--- src/rtl/nx_fifo_pkg.sv ---
// Shared types and default widths for the nx_fifo read-side blocks.
package nx_fifo_pkg;

   localparam int NX_DATA_W = 64;
   localparam int NX_LEN_W  = 16;

   typedef enum logic [1:0] {
      ST_IDLE   = 2'd0,
      ST_STREAM = 2'd1,
      ST_FLUSH  = 2'd2
   } rd_state_e;

endpackage

--- src/rtl/nx_skid2.sv ---
// Two-entry in-order output buffer: push from the FIFO head, pop on stream accept.
module nx_skid2 #(
   parameter int DATA_W = 64
) (
   input  logic              clk,
   input  logic              rst,
   input  logic              clear,
   input  logic              push,
   input  logic [DATA_W-1:0] push_data,
   input  logic              pop,
   output logic [DATA_W-1:0] data,
   output logic [1:0]        count
);

   logic [DATA_W-1:0] ent0_q, ent0_d;
   logic [DATA_W-1:0] ent1_q, ent1_d;
   logic [1:0]        count_q, count_d;
   logic              do_push, do_pop;

   assign do_pop  = pop && (count_q != 2'd0);
   // A full buffer only takes a push when the same cycle frees a slot.
   assign do_push = push && ((count_q != 2'd2) || do_pop);

   always_comb begin
      ent0_d  = ent0_q;
      ent1_d  = ent1_q;
      count_d = count_q;
      if (clear) begin
         count_d = 2'd0;
      end else begin
         case ({do_push, do_pop})
            2'b10: begin
               if (count_q == 2'd0) ent0_d = push_data;
               else                 ent1_d = push_data;
               count_d = count_q + 2'd1;
            end
            2'b01: begin
               ent0_d  = ent1_q;
               count_d = count_q - 2'd1;
            end
            2'b11: begin
               if (count_q == 2'd1) begin
                  ent0_d = push_data;
               end else begin
                  ent0_d = ent1_q;
                  ent1_d = push_data;
               end
            end
            default: ;
         endcase
      end
   end

   always_ff @(posedge clk or posedge rst) begin
      if (rst) begin
         ent0_q  <= '0;
         ent1_q  <= '0;
         count_q <= 2'd0;
      end else begin
         ent0_q  <= ent0_d;
         ent1_q  <= ent1_d;
         count_q <= count_d;
      end
   end

   assign count = count_q;
   assign data  = (count_q != 2'd0) ? ent0_q : '0;

endmodule

--- src/rtl/nx_fifo_rd_stream.sv ---
// Reads a length-limited burst from a show-ahead FIFO and presents it as a
// valid/ready stream with last-beat marking, abort/flush and completion pulses.
module nx_fifo_rd_stream
   import nx_fifo_pkg::*;
#(
   parameter int DATA_W = NX_DATA_W,
   parameter int LEN_W  = NX_LEN_W
) (
   input  logic              clk,
   input  logic              rst,
   input  logic              start,
   input  logic [LEN_W-1:0]  burst_len,
   input  logic              abort,
   input  logic              fifo_empty,
   input  logic [DATA_W-1:0] fifo_rdata,
   output logic              fifo_ren,
   output logic              fifo_clear,
   output logic              m_valid,
   input  logic              m_ready,
   output logic [DATA_W-1:0] m_data,
   output logic              m_last,
   output logic              busy,
   output logic              done,
   output logic              aborted,
   output logic [LEN_W-1:0]  beat_cnt,
   output rd_state_e         dbg_state
);

   localparam logic [LEN_W-1:0] ONE = {{(LEN_W-1){1'b0}}, 1'b1};

   rd_state_e         state_q, state_d;
   logic [LEN_W-1:0]  len_q, len_d;
   logic [LEN_W-1:0]  issued_q, issued_d;
   logic [LEN_W-1:0]  beat_q, beat_d;
   logic              done_q, done_d;
   logic [1:0]        buf_count;
   logic [DATA_W-1:0] buf_data;
   logic              skid_push, skid_pop, skid_clear;
   logic              accept, last_beat;

   nx_skid2 #(.DATA_W(DATA_W)) u_skid (
      .clk       (clk),
      .rst       (rst),
      .clear     (skid_clear),
      .push      (skid_push),
      .push_data (fifo_rdata),
      .pop       (skid_pop),
      .data      (buf_data),
      .count     (buf_count)
   );

   // Stream handshake: a beat transfers on a rising edge where m_valid and
   // m_ready are both 1; m_valid never drops and m_data never changes while
   // waiting for m_ready, except when an abort discards the whole buffer.
   assign m_valid   = (buf_count != 2'd0);
   assign m_data    = buf_data;
   assign last_beat = (beat_q == (len_q - ONE));
   assign m_last    = m_valid && last_beat;
   assign accept    = m_valid && m_ready;
   assign beat_cnt  = beat_q;
   assign done      = done_q;
   assign dbg_state = state_q;

   always_ff @(posedge clk or posedge rst) begin
      if (rst) state_q <= ST_IDLE;
      else     state_q <= state_d;
   end

   always_comb begin
      state_d = state_q;
      case (state_q)
         ST_IDLE:   if (start && (burst_len != '0)) state_d = ST_STREAM;
         ST_STREAM: begin
            if (abort)                 state_d = ST_FLUSH;
            else if (accept && m_last) state_d = ST_IDLE;
         end
         ST_FLUSH:  state_d = ST_IDLE;
         default:   state_d = ST_IDLE;
      endcase
   end

   always_comb begin
      fifo_ren   = 1'b0;
      fifo_clear = 1'b0;
      aborted    = 1'b0;
      skid_push  = 1'b0;
      skid_pop   = 1'b0;
      skid_clear = 1'b0;
      busy       = (state_q != ST_IDLE);
      case (state_q)
         ST_STREAM: begin
            // Abort wins over both a pending read and a same-cycle accept.
            fifo_ren   = !fifo_empty && (issued_q < len_q) &&
                         (buf_count != 2'd2) && !abort;
            skid_push  = fifo_ren;
            skid_pop   = accept && !abort;
            skid_clear = abort;
         end
         ST_FLUSH: begin
            fifo_clear = 1'b1;
            aborted    = 1'b1;
         end
         default: ;
      endcase
   end

   always_comb begin
      len_d    = len_q;
      issued_d = issued_q;
      beat_d   = beat_q;
      done_d   = 1'b0;
      case (state_q)
         ST_IDLE: begin
            if (start) begin
               if (burst_len == '0) begin
                  done_d = 1'b1;
               end else begin
                  len_d    = burst_len;
                  issued_d = '0;
                  beat_d   = '0;
               end
            end
         end
         ST_STREAM: begin
            if (!abort) begin
               if (fifo_ren) issued_d = issued_q + ONE;
               if (accept)   beat_d   = beat_q + ONE;
               done_d = accept && m_last;
            end
         end
         default: ;
      endcase
   end

   always_ff @(posedge clk or posedge rst) begin
      if (rst) begin
         len_q    <= '0;
         issued_q <= '0;
         beat_q   <= '0;
         done_q   <= 1'b0;
      end else begin
         len_q    <= len_d;
         issued_q <= issued_d;
         beat_q   <= beat_d;
         done_q   <= done_d;
      end
   end

endmodule

--- config.mk ---
export PLATFORM = sky130hd
export DESIGN_NAME = nx_fifo_rd_stream
export DESIGN_NICKNAME = d
export VERILOG_FILES = /design/src/rtl/nx_fifo_pkg.sv /design/src/rtl/nx_skid2.sv /design/src/rtl/nx_fifo_rd_stream.sv
export SDC_FILE = /design/constraint.sdc
export NUM_CORES = 1
export LEC_CHECK = 0
export CAP_MARGIN = 20
export CORE_UTILIZATION = 35
export CTS_CLUSTER_SIZE = 28
export DETAILED_ROUTE_END_ITERATION = 16
export DONT_BUFFER_PORTS = 1
export SLEW_MARGIN = 15
export SYNTH_ARGS = -nofsm -noshare
export SYNTH_HDL_FRONTEND = slang
export SYNTH_SLANG_ARGS = --single-unit
--- constraint.sdc ---
create_clock -name clk -period 7.3 [get_ports clk]
set_input_delay 1.825 -clock clk [delete_from_list [all_inputs] [get_ports clk]]
set_output_delay 1.825 -clock clk [all_outputs]
set_load 0.01 [all_outputs]
==> results.cfg, run 1 <==
[synth]
syn_avg_cell_area_sq_um = 11.6
synth_cell_types = 65
ys_seq_elements = 181
synth_edf_count = 0
synth_warnings = 0
synth_top_area_share_pct = 47.5
synth_top_area_cell = dfrtp_1
async_reset_ff_share_pct = 100
synth_most_common_cell = mux2_2
synth_flop_cell = dfrtp_1
synth_area_leaders = dfrtp_1, mux2_2, nor2b_1
netlist_area_sq_mm = 0.00954
synth_common_cells = mux2_2, dfrtp_1, nor2b_1
syn_nets = 930
synth-seq-area-share_pct = 47.5
synth_cells = 823

[critical_path]
regToRegSetupSlack_ps = 3570
critPathMaxStageDelay_ps = 480
cp.required_ps = 5480
crit_top_cell = or3_1
crit_fanout = 8
cp_data_arrival_time_ps = 3030
critPathLaunchType = flip-flop
path_cells = inv_1 > ha_1 > nor4b_4 > nand4_1 > xnor2_1 > or3_1 > or3_1 > nor2_1
crit_type = reg2out
cp-end-kind = output port
crit_path_top_delay_cell = nor4b_4

[pwr]
irDropWorstVdd_mv = 0.156
power_uw = 4050
p_leak_uw = 0.00447
p_per_area_mw_per_mm2 = 387

[route]
dr_total_vias = 6131
wirelength_um = 21300
dr.pass1.iters = 4
remaining_drc_errors = 0
ant_nets = 0
first_iter_violations = 356
viasPerCell = 5.28
routedWlPerCell_um = 18.4

[layout]
finalNonFillerCells = 1161
drive_gt1_share_pct = 30.1
area_delta_synth_final_pct = 9.55
nets = 914
utilization_pct = 38.9
antenna_cells = 0

[grt]
antenna_found_initial = 0
grt_max_degree = 67
grt.overflow.total = 0
grtUsageTotal_pct = 16.0
grt_pass1_wl_um = 35000
grt_pass1_vias = 6248

[sta]
hold-worst-slack_ps = 502
period_share_pct = 66.5
period_minus_slack_ps = 4860
setup_tns_ps = 0
skew_ps = 17.5
fmax_mhz = 206
final_hold_viol_count = 0
drv_slew = 0
setup_viol = 0
grt_setup_unrepaired = false
worst_pin_slew_ps = 1040
slew_headroom_pct = 30.7

[floorplan]
fp-row-count = 60
dieArea_sq_mm = 0.0279
initial_core_util_pct = 35.5
io_pins = 175
fp.dieW_um = 167
coreArea_sq_mm = 0.0269
die_y_um = 167

[cts]
cts_buffers = 17
cts_hold_buf = 0
cts.sinks = 181
cts_setup_buffers = 0
clock-root-buffer = clkbuf_16
tritoncts = built
h-tree-depth = 4
insertion_delay_ps = 440
cts-resized-gates = 0
clock_path_buffers = 2
clkTransAtPathRegs_ps = 80

[place]
port_buffers = 0
dpl.hpwl_um = 14200
gp_congestion = 0.848
dp_cells = 1129

[run]
maxCapViolCount = 0

[run_status]
status = completed

[worst_hold_path]
hold_path_class = reg2reg
[worst max-delay path: cells and delay by family, from the launching register on]
family                     cells  cell delay [ps]
and+or+nand+nor                5             1640
DFF                            1              440
adders and majority gates      1              240
xor gates and xnor gates       1              190
buffers and inverters          1              100
[report_power, final]
| part | switching (uW) | internal (uW) | total [uW] |
|---|---|---|---|
| clock | 511 | 485 | 997 |
| sequential | 251 | 1400 | 1650 |
| combinational | 758 | 643 | 1400 |
| total | 1520 | 2530 | 4050 |
[per-stage QoR]
stage               area [sq um]  setup slack (ps)
finish                     10400              2440
floorplan                   9540               560
CTS                        10400              2430
global route               10400              2180
detailed placement          9800              2600
global placement            9800              2620
[area by class of cell]
| class | instances | area (sq um) |
|---|---|---|
| clock buffers | 17 | 425 |
| clock inverters | 15 | 223 |
| fillers | 2606 | 16400 |
| inverters | 26 | 103 |
| multi-input cells | 574 | 4690 |
| flip-flops and latches | 181 | 4530 |
| well taps | 341 | 427 |
| repair buffers | 7 | 52.6 |
[routing by layer]
layer	vias up	GRT usage, %	wire [um]
met3	21	5.66	1620
met1	3038	20.7	9600
met4	0	5.60	407
met2	166	24.8	9690
met5	-	0	0
li1	2906	-	-
[flip-flops by register name (all words and copies together), names as in the netlist]
register       cells
beat_cnt          16
u_skid.count       2
u_skid.ent1_q     64
dbg_state          2
issued_q          16
u_skid.ent0_q     64
len_q             16
done               1
[kinds of logic (layout without fill, tap and decap cells)]
| group | after synthesis | after routing | synth area share, % |
|---|---|---|---|
| muxes | 192 | 192 | 22.7 |
| buffers and inverters | 68 | 65 | 3.59 |
| adders and majority gates | 22 | 22 | 2.86 |
| AOI/OAI and AO/OA | 100 | 100 | 6.99 |
| DFF | 181 | 181 | 47.5 |
| xor gates and xnor gates | 37 | 37 | 3.40 |
| and+or+nand+nor | 223 | 223 | 13.0 |
[path summary, 6_finish.rpt]
kind / depth (start not counted) / to / from
min reg2reg: 1 / u_skid.ent0_q[5]$_DFFE_PP0P_ / u_skid.ent0_q[5]$_DFFE_PP0P_
max: 8 / m_last / len_q[0]$_DFFE_PP0P_
min in group asynchronous: 1 / u_skid.ent1_q[12]$_DFFE_PP0P_ / rst
min: 1 / u_skid.ent0_q[5]$_DFFE_PP0P_ / u_skid.ent0_q[5]$_DFFE_PP0P_
max reg2reg: 9 / u_skid.ent0_q[44]$_DFFE_PP0P_ / len_q[5]$_DFFE_PP0P_
max in group asynchronous: 2 / issued_q[10]$_DFFE_PP0P_ / rst
[cell usage in the layout, fill, tap and decap left out, drive strengths merged, types with 2 or more instances in the layout]
cell	n
nand2	46
a41o	7
or3	10
and4	2
o31a	2
o31ai	5
dfrtp	181
nand4	8
nor2b	66
o211ai	5
nor3	8
and2	2
a21oi	18
nor2	31
xnor2	25
a31oi	5
a32oi	2
xor2	12
nand4b	2
nand2b	5
o2111ai	2
mux2	192
clkbuf	17
nor4	11
inv	35
buf	7
and3	9
o21ai	36
o21bai	2
o211a	2
or4	2
clkinv	6
ha	21
nand3	16
(Power assumes the default switching activity.)
==> inputs of run 2 (changes only) <==
==> constraint.sdc (replaced) <==
create_clock -name clk -period 5 [get_ports clk]
set_input_delay 1.25 -clock clk [delete_from_list [all_inputs] [get_ports clk]]
set_output_delay 1.25 -clock clk [all_outputs]
set_load 0.01 [all_outputs]
==> run 2 against run 1 <==
  * Sequential cell count unchanged
  * Power increased by 47%
  * Register-to-register slack got worse by 2200 ps
  * Core utilization increased by 0.27 points
  * Combinational power increased by 49%
  * First-iteration DRC count decreased by 15%
  * Design area increased by 0.68%
  * Critical path type unchanged
  * Largest power group unchanged
==> results.cfg, run 2 (synthesis gave the netlist of run 1 again) <==
[place]
dpl.hpwl_um = 14300
dp_slack_ps = 1230
dp_cells = 1132
port_buffers = 0
gp_congestion = 0.854

[sta]
setup_viol = 0
layout_setup_ws_ps = 760
period_share_pct = 84.8
final_hold_viol_count = 0
setup_tns_ps = 0
worst_pin_slew_ps = 1020
hold-worst-slack_ps = 502
drv_slew = 0
period_minus_slack_ps = 4240
fmax_mhz = 236
grt_setup_unrepaired = false
slew_headroom_pct = 31.9
skew_ps = 21.9

[grt]
grt_pass1_wl_um = 34700
grt.overflow.total = 0
grtUsageTotal_pct = 15.8
grt_max_degree = 100
antenna_found_initial = 0
grt_pass1_vias = 6173

[cts]
clock-root-buffer = clkbuf_16
cts-resized-gates = 0
cts_hold_buf = 0
clock_path_buffers = 2
h-tree-depth = 4
cts_setup_buffers = 0
clkTransAtPathRegs_ps = 80
cts.sinks = 181
insertion_delay_ps = 440
tritoncts = built
cts_buffers = 17

[layout]
drive_gt1_share_pct = 30.4
final_common_cell = mux2_2
antenna_cells = 0
largest_registers = u_skid.ent0_q (64), u_skid.ent1_q (64)
area_delta_synth_final_pct = 10.3
layout_common_cells = mux2_2, dfrtp_1, nor2b_1
nets = 917
finalNonFillerCells = 1164

[run]
maxCapViolCount = 0

[floorplan]
fp.dieW_um = 167
io_pins = 175
coreArea_sq_mm = 0.0269
dieArea_sq_mm = 0.0279
die_y_um = 167
initial_core_util_pct = 35.5
fp-row-count = 60

[critical_path]
critical-path-top-delay-family = simple AND/OR/NAND/NOR gates
path_buf_inv = 1
reg2regPathDepth = 9
cp_data_arrival_time_ps = 2990
critPathLaunchType = flip-flop
critPathMaxStageDelay_ps = 480
cp-end-kind = output port
crit_path_top_delay_cell = nor4b_4
crit_cells = 8
cp.required_ps = 3750
crit_fanout = 8
crit_type = reg2out
path_cells = inv_1 > ha_1 > nor4b_4 > nand4_1 > xnor2_1 > or3_1 > or3_1 > nor2_1
crit_top_cell = or3_1

[pwr]
irDropWorstVdd_mv = 0.289
p_per_area_mw_per_mm2 = 566
p_leak_uw = 0.00451

[route]
wirelength_um = 21600
ant_nets = 0
dr_total_vias = 6175
remaining_drc_errors = 0
routedWlPerCell_um = 18.5
viasPerCell = 5.30
first_iter_violations = 302
dr.pass1.iters = 6

[worst_hold_path]
whs_path_depth = 1
hold_path_class = reg2reg

[run_status]
status = completed
-- run 2: path summary, 6_finish.rpt --
kind,slack (ps),startpoint,end
worst max register to register,1380,u_skid.count[1]$_DFFE_PP0P_,u_skid.ent0_q[62]$_DFFE_PP0P_
worst min register to register,500,u_skid.ent0_q[7]$_DFFE_PP0P_,u_skid.ent0_q[7]$_DFFE_PP0P_
min in group asynchronous,630,rst,u_skid.ent1_q[61]$_DFFE_PP0P_
worst min-delay path,500,u_skid.ent0_q[7]$_DFFE_PP0P_,u_skid.ent0_q[7]$_DFFE_PP0P_
worst max-delay path,760,len_q[0]$_DFFE_PP0P_,m_last
max in group asynchronous,3500,rst,issued_q[10]$_DFFE_PP0P_
-- run 2: cell type report --
type                       count  area (sq um)
tap                          341           427
multi-input combinational    574          4690
sequential                   181          4530
clock inverter                15           223
inverter                      26           101
timing repair buffer          10           125
clock buffer                  17           425
fill                        2614         16400
-- run 2: routing by layer --
layer	global-route usage (%)	wire length (um)	vias up
li1	-	-	2906
met1	20.5	9560	3094
met2	25.2	10100	157
met3	5.25	1620	18
met4	4.35	319	0
met5	0	0	-
-- run 2: per-stage QoR --
step | utilization, % | area (sq um) | power (uW)
final | 39.1 | 10500 | 5950
after floorplan | - | 9540 | 4050
after global placement | 36.7 | 9870 | 4480
after detailed placement | 36.7 | 9870 | 4540
after global routing | 39.1 | 10500 | 6350
after CTS | 39.1 | 10500 | 6040
-- run 2: report_power, final --
group / total (uW) / leakage, uW / internal, uW / switching, uW
Combinational: 2080 / 0.00191 / 950 / 1130
Sequential: 2410 / 0.00228 / 2040 / 362
Clock: 1470 / 0.000311 / 712 / 756
==> inputs of run 3 (changes only) <==
==> constraint.sdc (replaced) <==
create_clock -name clk -period 3.65 [get_ports clk]
set_input_delay 0.9125 -clock clk [delete_from_list [all_inputs] [get_ports clk]]
set_output_delay 0.9125 -clock clk [all_outputs]
set_load 0.01 [all_outputs]
==> run 3 against run 2 <==
  * Non-clock buffer count increased by 14
  * Critical path depth unchanged
  * First-iteration DRC count increased by 4.6%
  * Critical path type unchanged
  * Worst hold slack got worse by 9.2 ps
  * Routed wire length decreased by 0.29%
  * Largest cell class unchanged
  * Sequential power increased by 37%
  * Combinational power increased by 43%
  * Worst setup slack got worse by 760 ps
  * Clock-buffer cell count unchanged
  * Global-route usage about the same
==> results.cfg, run 3 (synthesis gave the netlist of run 1 again) <==
[run_status]
status = completed

[layout]
finalNonFillerCells = 1178
final_area_sq_mm = 0.0107
layout_common_cells = mux2_2, dfrtp_1, nor2b_1
nets = 931
drive_gt1_share_pct = 32.5
regArea_sq_mm = 0.00453
final.fill_count = 2649
final_common_cell = mux2_2
area_delta_synth_final_pct = 11.8
multi_input_area_sq_mm = 0.00474
largest_registers = u_skid.ent0_q (64), u_skid.ent1_q (64)
antenna_cells = 0

[sta]
final_hold_viol_count = 0
skew_ps = 20.2
grt_setup_unrepaired = true
worst_pin_slew_ps = 794
slew_headroom_pct = 46.9
hold-worst-slack_ps = 493
fmax_mhz = 274
period_minus_slack_ps = 3650
setup_viol = 0
setup_tns_ps = 0
drv_slew = 0
period_share_pct = 99.9

[critical_path]
crit_type = reg2out
cp.required_ps = 2740
critPathLaunchType = flip-flop
crit_fanout = 5
cp-end-kind = output port
cp_data_arrival_time_ps = 2730

[floorplan]
coreArea_sq_mm = 0.0269
die_y_um = 167
fp.dieW_um = 167
dieArea_sq_mm = 0.0279
io_pins = 175
fp-row-count = 60
initial_core_util_pct = 35.5

[cts]
clkTransAtPathRegs_ps = 80
h-tree-depth = 4
tritoncts = built
cts_buffers = 17
insertion_delay_ps = 430
cts.sinks = 181
clock-root-buffer = clkbuf_16
clock_path_buffers = 2

[run]
maxCapViolCount = 0

[route]
met3_wirelength_um = 1380
wirelength_um = 21500
ant_nets = 0
wl_met1_um = 9600
highest_layer = met4
viasPerCell = 5.28
first_iter_violations = 316
routedWlPerCell_um = 18.2
remaining_drc_errors = 0
dr_wl_met2_um = 10200
dr.pass1.iters = 5
dr_total_vias = 6224

[grt]
grt_max_degree = 71
grt_pass1_vias = 6402
grt_pass1_wl_um = 34700
grt.overflow.total = 0
grtUsageTotal_pct = 15.8
antenna_found_initial = 0

[worst_hold_path]
hold_path_class = in2async

[pwr]
p_leak_uw = 0.00457
p_per_area_mw_per_mm2 = 770
irDropWorstVdd_mv = 0.362

[place]
port_buffers = 0
dpl.hpwl_um = 14400
dp_cells = 1141
placed_area_sq_mm = 0.00995
gp_congestion = 0.876
==> run 3: cell count changes in the layout (fill, tap and decap cells not counted), moves of 2 or more <==
cell      before  now
clkinv_8       5    7
inv_1         25   23
nor2_1        30   28
buf_4          6   19
inv_2          0    2
inv_12         5    2
inv_6          2    4
==> run 3: metal layers <==
| layer | vias to the layer above | track usage [%] |
|---|---|---|
| met5 | - | 0 |
| met4 | 0 | 4.39 |
| met3 | 20 | 4.99 |
| met2 | 131 | 25.8 |
| met1 | 3136 | 20.1 |
| li1 | 2937 | - |
==> run 3: final timing paths <==
check	endpoint	start	cells after the start	slack [ps]
min reg2reg	u_skid.ent0_q[13]$_DFFE_PP0P_	u_skid.ent0_q[13]$_DFFE_PP0P_	1	500
max in group asynchronous	u_skid.ent1_q[54]$_DFFE_PP0P_	rst	2	2320
min in group clk	u_skid.ent0_q[13]$_DFFE_PP0P_	u_skid.ent0_q[13]$_DFFE_PP0P_	1	500
max reg2reg	u_skid.ent0_q[55]$_DFFE_PP0P_	len_q[5]$_DFFE_PP0P_	9	540
max	m_last	len_q[0]$_DFFE_PP0P_	8	3
min	u_skid.ent0_q[19]$_DFFE_PP0P_	rst	1	490
==> run 3: layout make-up <==
cell class                 count  area share, %
multi-input combinational    574           44.4
sequential                   181           42.5
tap                          341           4.00
clock buffer                  17           3.99
timing repair buffer          24           2.28
clock inverter                15           1.89
inverter                      26          0.950
==> run 3: per-stage QoR <==
stage | util, % | worst slack [ps] | power (uW)
6_report | 39.7 | 3.33 | 8210
5_1_grt | 39.7 | -75.5 | 8780
4_1_cts | 39.5 | 7.81 | 8270
3_5_place_dp | 37.0 | 219 | 6260
3_3_place_gp | 37.0 | 285 | 6180
2_1_floorplan | - | 415 | 5540
==> run 3: report_power, final <==
part	internal (uW)	switching (uW)	total (uW)	leakage (uW)
clock network	947	971	1920	0.000301
registers	2800	510	3310	0.00228
logic	1400	1580	2980	0.00199
==> run 3: what timing repair did <==
item,4_1_cts,5_1_grt
hold buffers,0,0
setup endpoints to repair,1,1
gates resized for setup,7,5
pin swaps,3,2
buffers inserted,3,2
==> run 3: worst max-delay path: stages, from the launching register on <==
cell	delay, ps
dfrtp_1	430
inv_2	110
ha_4	170
or4b_4	500
nor4_4	300
xnor2_1	180
o2111ai_1	140
or3_4	370
nor2_4	130
